--- src/rtl/checker_pkg.sv ---
// Shared types and constants for the answer_checker keypad puzzle block.
package checker_pkg;

    localparam int unsigned ENTRY_W    = 10;
    localparam int unsigned MAX_DIGITS = 3;

    localparam logic [3:0] KEY_CLEAR = 4'hA;
    localparam logic [3:0] KEY_ENTER = 4'hB;

    typedef enum logic [2:0] {
        S_IDLE,
        S_NEXT,
        S_WAIT_PROB,
        S_ENTRY,
        S_JUDGE,
        S_DISARMED
    } state_t;

    function automatic logic is_digit(input logic [3:0] k);
        return (k <= 4'd9);
    endfunction

endpackage

--- src/rtl/answer_checker_digit_accumulator.sv ---
// Decimal keypad entry register: value = value*10 + digit, capped at MAX_DIGITS digits.
module digit_accumulator
    import checker_pkg::*;
(
    input  logic               clk,
    input  logic               rst,
    input  logic               digit_strobe,
    input  logic [3:0]         digit_value,
    input  logic               clear,
    output logic [ENTRY_W-1:0] value,
    output logic [1:0]         count
);

    logic [ENTRY_W-1:0] value_x10;

    assign value_x10 = (value << 3) + (value << 1);

    // Clear wins over a simultaneous digit; digits beyond the cap are dropped.
    always_ff @(posedge clk or posedge rst) begin
        if (rst) begin
            value <= '0;
            count <= '0;
        end else if (clear) begin
            value <= '0;
            count <= '0;
        end else if (digit_strobe && (count < 2'(MAX_DIGITS))) begin
            value <= value_x10 + ENTRY_W'(digit_value);
            count <= count + 2'd1;
        end
    end

endmodule

--- config.mk ---
export PLATFORM = sky130hd
export DESIGN_NAME = digit_accumulator
export DESIGN_NICKNAME = d
export VERILOG_FILES = /design/src/rtl/checker_pkg.sv /design/src/rtl/answer_checker_digit_accumulator.sv
export SDC_FILE = /design/constraint.sdc
export NUM_CORES = 1
export LEC_CHECK = 0
export ABC_AREA = 1
export ABC_CLOCK_PERIOD_IN_PS = 2000
export CELL_PAD_IN_SITES_DETAIL_PLACEMENT = 1
export CELL_PAD_IN_SITES_GLOBAL_PLACEMENT = 2
export CORE_MARGIN = 2
export CORE_UTILIZATION = 32
export CTS_CLUSTER_DIAMETER = 120
export DETAILED_ROUTE_END_ITERATION = 12
export DONT_BUFFER_PORTS = 1
export MAX_ROUTING_LAYER = met4
export PLACE_DENSITY = 0.82
export SYNTH_ARGS = -nofsm -noshare
export SYNTH_HDL_FRONTEND = slang
export SYNTH_SLANG_ARGS = --single-unit
--- constraint.sdc ---
create_clock -name clk -period 2 [get_ports clk]
set_input_delay 0.2 -clock clk [delete_from_list [all_inputs] [get_ports clk]]
set_output_delay 0.2 -clock clk [all_outputs]
set_load 0.01 [all_outputs]
==> summary.txt, run 1 <==
Outcome
  • Status: complete, but fails checks
  • Failing checks: design-rule violations

Clock network
  • Worst-path clk slew: 0.08 ns
  • H-tree levels: 1
  • Cts bufs inserted: 3
  • CTS tree: built
  • Root Driver: clkbuf_4
  • Worst skew pair latency: 0.27 ns
  • Clk sinks: 12
  • Clock tree buffer depth: 2

STA
  • Fin crit share: 98.0%
  • Final Hold Vio Count: 0
  • Fin crit period: 1.96 ns
  • Slew headroom: 67.3%
  • Max-slew violation count: 0
  • Setup violators final: 0
  • Final setup margin: 0.0396 ns
  • Worst-Margin Slew: 0.489 ns
  • Clock Skews: 0.00552 ns
  • Max Fclk: 510 MHz

GRT
  • Total gr overflow: 0
  • Vias in the first global route: 944
  • First-pass GRT wire length: 3930 um
  • Largest net degree at the start of global routing: 13
  • Initial antenna violation count: 0
  • Gr usage total: 15.4%

Pwr
  • Peak supply drop: 0.354 mV
  • Power per Cell Area: 644 mW/mm^2
  • Total power: 0.715 mW
  • Leak pwr: 0.637 nW

Floorplan
  • Die Span Y: 58.9 um
  • Num ports: 20
  • DIE AREA: 0.00347 mm^2
  • Initial Util: 34.3%
  • Rows: 19
  • Core area: 0.00281 mm^2
  • Die width: 58.9 um

Synthesis
  • Simple-gate portion of the synthesized area: 26.9%
  • Sequential share of the synthesized area: 31.2%
  • Syn Inst Count: 117
  • Mean Syn Cell Area: 8.23 um^2
  • Mapped Nets: 142
  • Netlist Area Pre-Place: 963 um^2
  • Post-synthesis compound-gate area fraction: 9.74%
  • Synth unique cells: 23
  • Synth Register Bits: 12
  • Synth Area in Adders: 23.6%
  • Synth warnings: 0
  • Synth Area in XOR/XNOR: 0%
  • Largest family of logic cells by synthesized area: simple AND/OR/NAND/NOR gates
  • Multiplexer share of the synthesized area: 0%

Setup path
  • CP peak stage delay: 0.54 ns
  • Crit-path max FO: 3
  • Reg-to-reg slack, setup: 0.04 ns
  • Crit path max-delay family: adder cells
  • Most frequent CP cell: inv_2
  • Worst Setup End Kind: flop
  • CP max-delay cell: fa_1
  • Worst Path Arrival: 2.12 ns
  • Required time of the critical path: 2.16 ns
  • Bufs and invs on worst path: 2
  • Crit path kind: reg -> reg
  • Critical path launch point type: flop
  • Worst-path cell chain: inv_2, fa_1, inv_2, fa_2, nand2_2, nand2_4, nand3b_4, nand3b_1, nand3_1, nand2_1

Placed design
  • DP Area: 0.00103 mm^2
  • GP Congestion: 0.757
  • DP Wirelength: 1950 um
  • Port Buf Inserts: 0
  • Post-place setup slack: -0.0355 ns

Route
  • WL/cell: 15.2 um
  • Routed via count: 803
  • DR DRC count: 1
  • Final WL: 2380 um
  • First-pass DRT Iterations: 8
  • Vias per inst: 5.11
  • Drt initial violations: 25
  • Final ANT Viol Nets: 0

Final layout
  • Final net count: 153
  • Layout Area Growth over Synthesis: 15.2%
  • Fin area: 0.00111 mm^2
  • Most frequent cells in the layout: 31 x nand2_1, 14 x ha_1, 13 x inv_1
  • Commonest non-fill, non-tap cell in the layout: nand2_1
  • N_diodes: 0
  • Share of cells above drive strength 1: 24.6%

Worst hold path
  • Hold WC Path Type: in -> reg

Job
  • Max cap viols: 0
[stage by stage]
step	TNS, ns	util, %	std cells	hold slack [ns]
global route	-0.0240	39.6	157	0.0784
floorplan	0	-	117	0.0647
CTS	0	38.1	156	0.0737
global placement	0	36.8	152	0.123
detailed placement	-0.0355	36.8	152	0.139
finish	0	39.6	157	0.0782
[worst paths after layout]
path | from | end | cells after the start
max in group asynchronous | rst | value[1] | 2
hold reg to reg | value[9] | value[9] | 2
setup / recovery | value[0] | value[8] | 10
hold / removal | digit_value[0] | value[0] | 2
min in group asynchronous | rst | value[9] | 2
setup reg to reg | value[0] | value[8] | 10
[area by class of cell]
class	count	area, um^2
clock buffer	3	22.5
sequential	12	300
inverter	19	71.3
tap	31	38.8
timing repair buffer	7	55.1
multi-input combinational	85	622
fill	344	1700
[kinds of logic after synthesis]
| group | count (synthesis) |
|---|---|
| and+or+nand+nor | 55 |
| adders and majority gates | 17 |
| DFF | 12 |
| buffers and inverters | 20 |
| AOI/OAI and AO/OA | 13 |
[per-layer routing]
layer  wire (um)  global-route usage [%]
met5           0                       -
met4          29                    3.90
met3         142                    4.18
met2        1250                    29.0
met1         960                    15.4
[cells in the mapped netlist]
| master | n | area, um^2 |
|---|---|---|
| nand3b_1 | 3 | 22.5 |
| o21ai_0 | 3 | 15.0 |
| or2_4 | 2 | 17.5 |
| a21oi_4 | 1 | 16.3 |
| a21oi_1 | 3 | 15.0 |
| nand2_1 | 35 | 131 |
| buf_6 | 1 | 11.3 |
| dfrtp_1 | 12 | 300 |
| o21ai_1 | 1 | 5.00 |
| or2_1 | 1 | 6.26 |
| nand3_1 | 7 | 35.0 |
| a22o_1 | 3 | 26.3 |
| nand2_2 | 1 | 6.26 |
| nor2_1 | 3 | 11.3 |
| nand3b_2 | 1 | 11.3 |
| a32o_1 | 1 | 10.0 |
| nand2_4 | 1 | 11.3 |
| fa_1 | 2 | 40.0 |
| inv_1 | 15 | 56.3 |
| inv_2 | 4 | 15.0 |
| o22ai_1 | 1 | 6.26 |
| nor2_2 | 1 | 6.26 |
| ha_1 | 15 | 188 |
[where the power goes]
| part | internal (mW) | leakage [nW] | switching, mW |
|---|---|---|---|
| Clock | 0.0697 | 0.0138 | 0.0789 |
| Sequential | 0.267 | 0.162 | 0.0370 |
| Combinational | 0.113 | 0.462 | 0.150 |
[what timing repair did]
item,CTS,global route
endpoints found under the setup margin,1,5
endpoints found under the hold margin,12,0
resized for setup,1,9
hold buffers,1,0
setup buffers,0,1
pin swaps,1,1
[flip-flops by register name, summed over array words and instances (netlist names)]
signal  flops
count       2
value      10
Note: power is estimated with default switching activity, not from simulation.
==> run 2, diff against run 1 <==
--- a/constraint.sdc
+++ b/constraint.sdc
@@ -3,2 +3,2 @@
 set_output_delay 0.2 -clock clk [all_outputs]
-set_load 0.01 [all_outputs]
+set_load 0.005 [all_outputs]
==> run 2 against run 1 <==
Compared with the run above: the flow still finishes with violations (design-rule violations); total power up 6.5%; non-clock buffer count unchanged; global-route usage decreased by 0.88 points; cell count grew 0.64%; sequential share of layout area shrank 0.68 points; sequential cell count did not move; cell area up 2.6%; count of clock-buffer cells in the layout grew 1; register-to-register slack better by 0.02 ns; first-iteration DRC count is 64% lower; critical endpoint is now value[4].
==> summary.txt, run 2 (synthesis gave the netlist of run 1 again) <==
Outcome
  • Status: complete, but fails checks
  • Failing checks: design-rule violations

Setup path
  • Critical path launch point type: flop
  • Crit-path max FO: 2 (-1)
  • Required time of the critical path: 2.17 ns (about the same)
  • Worst Path Arrival: 2.11 ns (about the same)
  • Worst Setup End Kind: flop
  • Crit path kind: reg -> reg

Final layout
  • Commonest non-fill, non-tap cell in the layout: nand2_1
  • Multi-input gate area: 637 um^2 (+2.4%)
  • Layout Area Growth over Synthesis: 18.2%
  • Final net count: 153 (unchanged)
  • Biggest register: value
  • Largest regs: value x10, count x2
  • Share of cells above drive strength 1: 26.0% (+1.4 points)
  • Register area: 300 um^2 (unchanged)
  • N_diodes: 0 (unchanged)
  • Fillers: 345 (+0.29%)
  • Max FFs per register: 10 (unchanged)
  • Most frequent cells in the layout: 32 x nand2_1, 13 x ha_1, 12 x inv_1, 12 x dfrtp_1, 7 x inv_2

Floorplan
  • Die width: 58.9 um (unchanged)
  • Die Span Y: 58.9 um (unchanged)
  • DIE AREA: 0.00347 mm^2 (unchanged)
  • Core area: 0.00281 mm^2 (unchanged)
  • Num ports: 20 (unchanged)
  • Initial Util: 34.3% (unchanged)
  • Rows: 19 (unchanged)

GRT
  • Met3 Use GR: 5.05% (+0.88 points)
  • First-pass GRT wire length: 3580 um (-8.9%)
  • M2 GR Usage: 24.8% (-4.3 points)
  • Total gr overflow: 0 (unchanged)
  • Busiest grt layer: met2
  • Vias in the first global route: 788 (-17%)
  • M1 GR Usage: 16.0% (+0.59 points)
  • Largest net degree at the start of global routing: 13 (unchanged)
  • Gr usage total: 14.5% (-0.88 points)
  • Initial antenna violation count: 0 (unchanged)

Job
  • Max cap viols: 0 (unchanged)

Worst hold path
  • Hold WC Path Type: in -> reg

Clock network
  • Clock tree buffer depth: 2 (unchanged)
  • Root Driver: clkbuf_4
  • Clk sinks: 12 (unchanged)
  • H-tree levels: 1 (unchanged)
  • CTS tree: built
  • Cts bufs inserted: 3 (unchanged)
  • Worst-path clk slew: 0.07 ns (about the same)
  • Worst skew pair latency: 0.28 ns (about the same)

Pwr
  • Total power: 0.761 mW (+6.5%)
  • Leak pwr: 0.652 nW (+2.4%)
  • Power per Cell Area: 669 mW/mm^2 (+3.8%)
  • Peak supply drop: 0.376 mV (+6.1%)

Route
  • WL/cell: 14.1 um (-6.9%)
  • First-pass DRT Iterations: 10 (+2)
  • Final ANT Viol Nets: 0 (unchanged)
  • Final WL: 2230 um (-6.3%)
  • DR DRC count: 1 (unchanged)
  • Routed via count: 797 (-0.75%)
  • Drt initial violations: 9 (-64%)
  • Vias per inst: 5.04 (-1.4%)

STA
  • Setup violators final: 0 (unchanged)
  • Slew headroom: 69.3% (+1.9 points)
  • Unrepaired setup endpoints after global routing: true
  • Clock Skews: 0.00392 ns (-0.00160 ns)
  • Worst-Margin Slew: 0.460 ns (-0.0291 ns)
  • Fin crit period: 1.94 ns (-0.0219 ns)
  • Fin crit share: 96.9% (-1.1 points)
  • Total Neg Setup Slack: 0 ns (unchanged)
  • Final Hold Vio Count: 0 (unchanged)
  • Max Fclk: 516 MHz (+1.1%)
  • Max-slew violation count: 0 (unchanged)

Placed design
  • Port Buf Inserts: 0 (unchanged)
  • GP Congestion: 0.758 (+0.16%)
  • DP Wirelength: 1860 um (-4.7%)
[run 2: cell types whose count changed in the layout (fill, tap and decap cells not counted)]
cell | before | now
nand2_2 | 4 | 2
clkbuf_8 | 0 | 1
ha_1 | 14 | 13
ha_4 | 0 | 1
inv_1 | 13 | 12
inv_2 | 6 | 7
nand2_1 | 31 | 32
nand2_4 | 2 | 3
[run 2: worst paths after layout]
check | start | end | slack (ns) | cells after the start
max in group asynchronous | rst | value[8] | 1.32 | 2
hold reg to reg | value[9] | value[9] | 0.52 | 2
setup / recovery | value[0] | value[4] | 0.06 | 6
hold / removal | digit_value[0] | value[0] | 0.08 | 2
setup reg to reg | value[0] | value[4] | 0.06 | 6
min in group asynchronous | rst | value[3] | 0.37 | 2
[run 2: worst max-delay path: stages (launching register included)]
cell and delay [ns]:
dfrtp_1 0.40, buf_4 0.15, ha_1 0.19, ha_2 0.20, fa_2 0.42, or2_1 0.24
a32o_1 0.24
[run 2: metal layers]
metal,part of all wire (%),routed length (um),vias up
met3,7.5,167,5
met4,1.3,28,0
met1,41,909,370
li1,-,-,401
met5,0,0,-
met2,51,1130,21
[run 2: metrics by stage]
stage	utilization (%)	hold slack (ns)	cells	area [um^2]	setup slack [ns]
floorplan	-	0.0647	117	963	0.00919
global placement	36.7	0.122	152	1030	0.00533
detailed placement	36.7	0.123	152	1030	-0.0847
CTS	38.8	0.0901	158	1090	0.0163
global route	40.6	0.110	158	1140	-0.0234
finish	40.6	0.0818	158	1140	0.0615
[run 2: cell type report]
type / count / share of cell area, %
Clock buffer: 4 / 3.19
Tap cell: 31 / 3.41
Multi-Input combinational cell: 85 / 55.9
Timing Repair Buffer: 7 / 4.84
Sequential cell: 12 / 26.4
Inverter: 19 / 6.26
[run 2: report_power, final]
part / total, mW / switching [mW] / internal, mW
registers: 0.299 / 0.0321 / 0.267
clock network: 0.193 / 0.0823 / 0.111
logic: 0.269 / 0.148 / 0.121
total: 0.761 / 0.263 / 0.499
[run 2: repair_timing]
item                                    4_1_cts  5_1_grt
gates resized for setup                       3       12
endpoints found under the hold margin        12        0
buffers inserted                              1        0
pin swaps                                     2        7
hold buffers                                  1        0
endpoints found under the setup margin        3        6
==> run 3, diff against run 2 <==
- ABC_CLOCK_PERIOD_IN_PS: 2000 -> 1550
- clock period: 2 -> 1.55 ns (I/O delays scaled with it)
==> run 3 against run 2 <==
Compared with the run above: the run ends with design-rule violations, negative setup slack left; setup slack got worse by 0.45 ns; register-to-register slack got worse by 0.45 ns; first-iteration DRC count rose by 140%; clock power rose by 34%; clock skew rose by 0.011 ns; core utilization rose by 8.0 points; total power rose by 50%; non-clock buffer count rose by 21; sequential share of layout area fell by 4.3 points; wire length rose by 13%; global-route usage rose by 3.0 points; sequential cell count did not move; critical path type unchanged; critical endpoint is now value[8].
==> summary.txt, run 3 (synthesis gave the netlist of run 1 again) <==
Outcome
  • Status: complete, but fails checks
  • Failing checks: design-rule violations, negative setup slack

Route
  • Drt initial violations: 22 (+13)
  • Vias per inst: 4.90 (-2.9%)
  • WL/cell: 14.0 um (-0.67%)
  • DR DRC count: 1 (unchanged)
  • First-pass DRT Iterations: 10 (unchanged)
  • Routed via count: 877 (+10%)
  • Final WL: 2510 um (+13%)
  • Final ANT Viol Nets: 0 (unchanged)

Worst hold path
  • Hold WC Path Type: in -> reg

Final layout
  • Commonest non-fill, non-tap cell in the layout: nand2_1
  • Non-filler instance count after layout: 179 (+13%)
  • Biggest register: value
  • Largest regs: value x10, count x2
  • Fillers: 329 (-4.6%)
  • N_diodes: 0 (unchanged)
  • Max FFs per register: 10 (unchanged)
  • Share of cells above drive strength 1: 43.2% (+17 points)
  • Final net count: 174 (+14%)
  • Most frequent cells in the layout: 31 x nand2_1, 26 x buf_4, 11 x inv_1, 11 x dfrtp_1, 9 x ha_1
  • Layout Area Growth over Synthesis: 41.6%

Floorplan
  • Die Span Y: 58.9 um (unchanged)
  • Num ports: 20 (unchanged)
  • Initial Util: 34.3% (unchanged)
  • Core area: 0.00281 mm^2 (unchanged)
  • DIE AREA: 0.00347 mm^2 (unchanged)
  • Rows: 19 (unchanged)
  • Die width: 58.9 um (unchanged)

Placed design
  • Post-place setup slack: -0.384 ns (-0.299 ns)
  • Port Buf Inserts: 0 (unchanged)
  • Inst Count DP: 166 (+9.2%)
  • DP Wirelength: 2000 um (+7.6%)
  • GP Congestion: 0.847 (+12%)

STA
  • Clock Skews: 0.0147 ns (+0.0108 ns)
  • Worst-Margin Slew: 0.485 ns (+0.0247 ns)
  • Unrepaired setup endpoints after global routing: true
  • Max Fclk: 515 MHz (-0.25%)
  • Setup violators final: 7 (+7)
  • Max-slew violation count: 0 (unchanged)
  • Fin crit period: 1.94 ns (+0.00493 ns)
  • Fin crit share: 125% (+28 points)
  • Final setup margin: -0.393 ns (-0.455 ns)
  • Slew headroom: 67.6% (-1.6 points)
  • Total Neg Setup Slack: -2.17 ns (-2.17 ns)
  • Final Hold Vio Count: 0 (unchanged)

Clock network
  • Clk sinks: 12 (unchanged)
  • Worst skew pair latency: 0.29 ns (about the same)
  • H-tree levels: 1 (unchanged)
  • CTS tree: built
  • Clock tree buffer depth: 2 (unchanged)
  • Cts bufs inserted: 3 (unchanged)
  • Root Driver: clkbuf_4
  • Worst-path clk slew: 0.09 ns (+0.02 ns)

GRT
  • Gr usage total: 17.5% (+3.0 points)
  • Initial antenna violation count: 0 (unchanged)
  • Vias in the first global route: 945 (+20%)
  • Total gr overflow: 0 (unchanged)
  • First-pass GRT wire length: 4270 um (+19%)
  • Largest net degree at the start of global routing: 13 (unchanged)

Setup path
  • Worst Setup End Kind: flop
  • Crit-path max FO: 3 (+1)
  • Critical path launch point type: flop
  • Worst Path Arrival: 2.11 ns (about the same)
  • Crit path kind: reg -> reg
  • Required time of the critical path: 1.72 ns (-0.45 ns)

Pwr
  • Power per Cell Area: 837 mW/mm^2 (+25%)
  • Peak supply drop: 0.648 mV (+73%)
  • Leak pwr: 0.746 nW (+14%)

Job
  • Max cap viols: 0 (unchanged)
[run 3: cell types whose count changed in the layout (fill, tap and decap cells not counted), sizes merged]
cell         before  now
dlygate4sd3       1    2
buf               6   26
[run 3: layout make-up]
class                   instances  area [um^2]  area share [%]
flip-flops and latches         12          302            22.1
clock buffers                   4         36.3            2.66
repair buffers                 28          215            15.8
well taps                      31         38.8            2.84
multi-input cells              85          701            51.4
inverters                      19         71.3            5.23
[run 3: per-stage QoR]
stage	instance area (um^2)	util [%]	power, mW	hold WS (ns)
finish	1360	48.6	1.14	0.0871
CTS	1280	45.6	1.10	0.0878
global placement	1150	41.0	0.775	0.0784
floorplan	981	-	0.624	0.0197
global route	1360	48.6	1.25	0.0942
detailed placement	1150	41.0	0.795	0.0927
[run 3: critical path: stages, from the launching register on]
cell	delay (ns)
dfrtp_1	0.39
inv_2	0.06
fa_1	0.49
inv_2	0.06
fa_2	0.35
nand2_2	0.11
nand2_4	0.07
nand3b_2	0.08
nand3b_1	0.08
nand3_1	0.08
nand2_1	0.05
[run 3: layer usage]
layer | part of all wire, % | GRT usage [%] | up-vias | wire length, um
li1 | - | - | 446 | -
met1 | 42 | 19.9 | 408 | 1060
met2 | 52 | 30.5 | 19 | 1320
met3 | 4.9 | 4.84 | 4 | 122
met4 | 0.76 | 3.90 | 0 | 19
met5 | 0 | - | - | 0
[run 3: path summary, 6_finish.rpt]
kind                       startpoint        to  slack (ns)  depth (start not counted)
setup / recovery             value[0]  value[8]       -0.39                         10
hold / removal                  clear  count[0]        0.09                          3
setup reg to reg             value[0]  value[8]       -0.39                         10
hold reg to reg              value[9]  value[9]        0.52                          2
max in group asynchronous         rst  value[3]        0.87                          2
min in group asynchronous         rst  count[0]        0.33                          2
[run 3: power by group]
group	total (mW)	switching (mW)	internal, mW
logic	0.503	0.238	0.264
registers	0.380	0.0351	0.345
clock network	0.258	0.115	0.143
total	1.14	0.389	0.752
[run 3: what timing repair did]
| action | 4_1_cts | 5_1_grt |
|---|---|---|
| pin swaps | 13 | 6 |
| setup buffers | 2 | 5 |
| hold buffers | 2 | 0 |
| setup endpoints to repair | 7 | 7 |
| resized for setup | 11 | 6 |
| endpoints found under the hold margin | 13 | 0 |
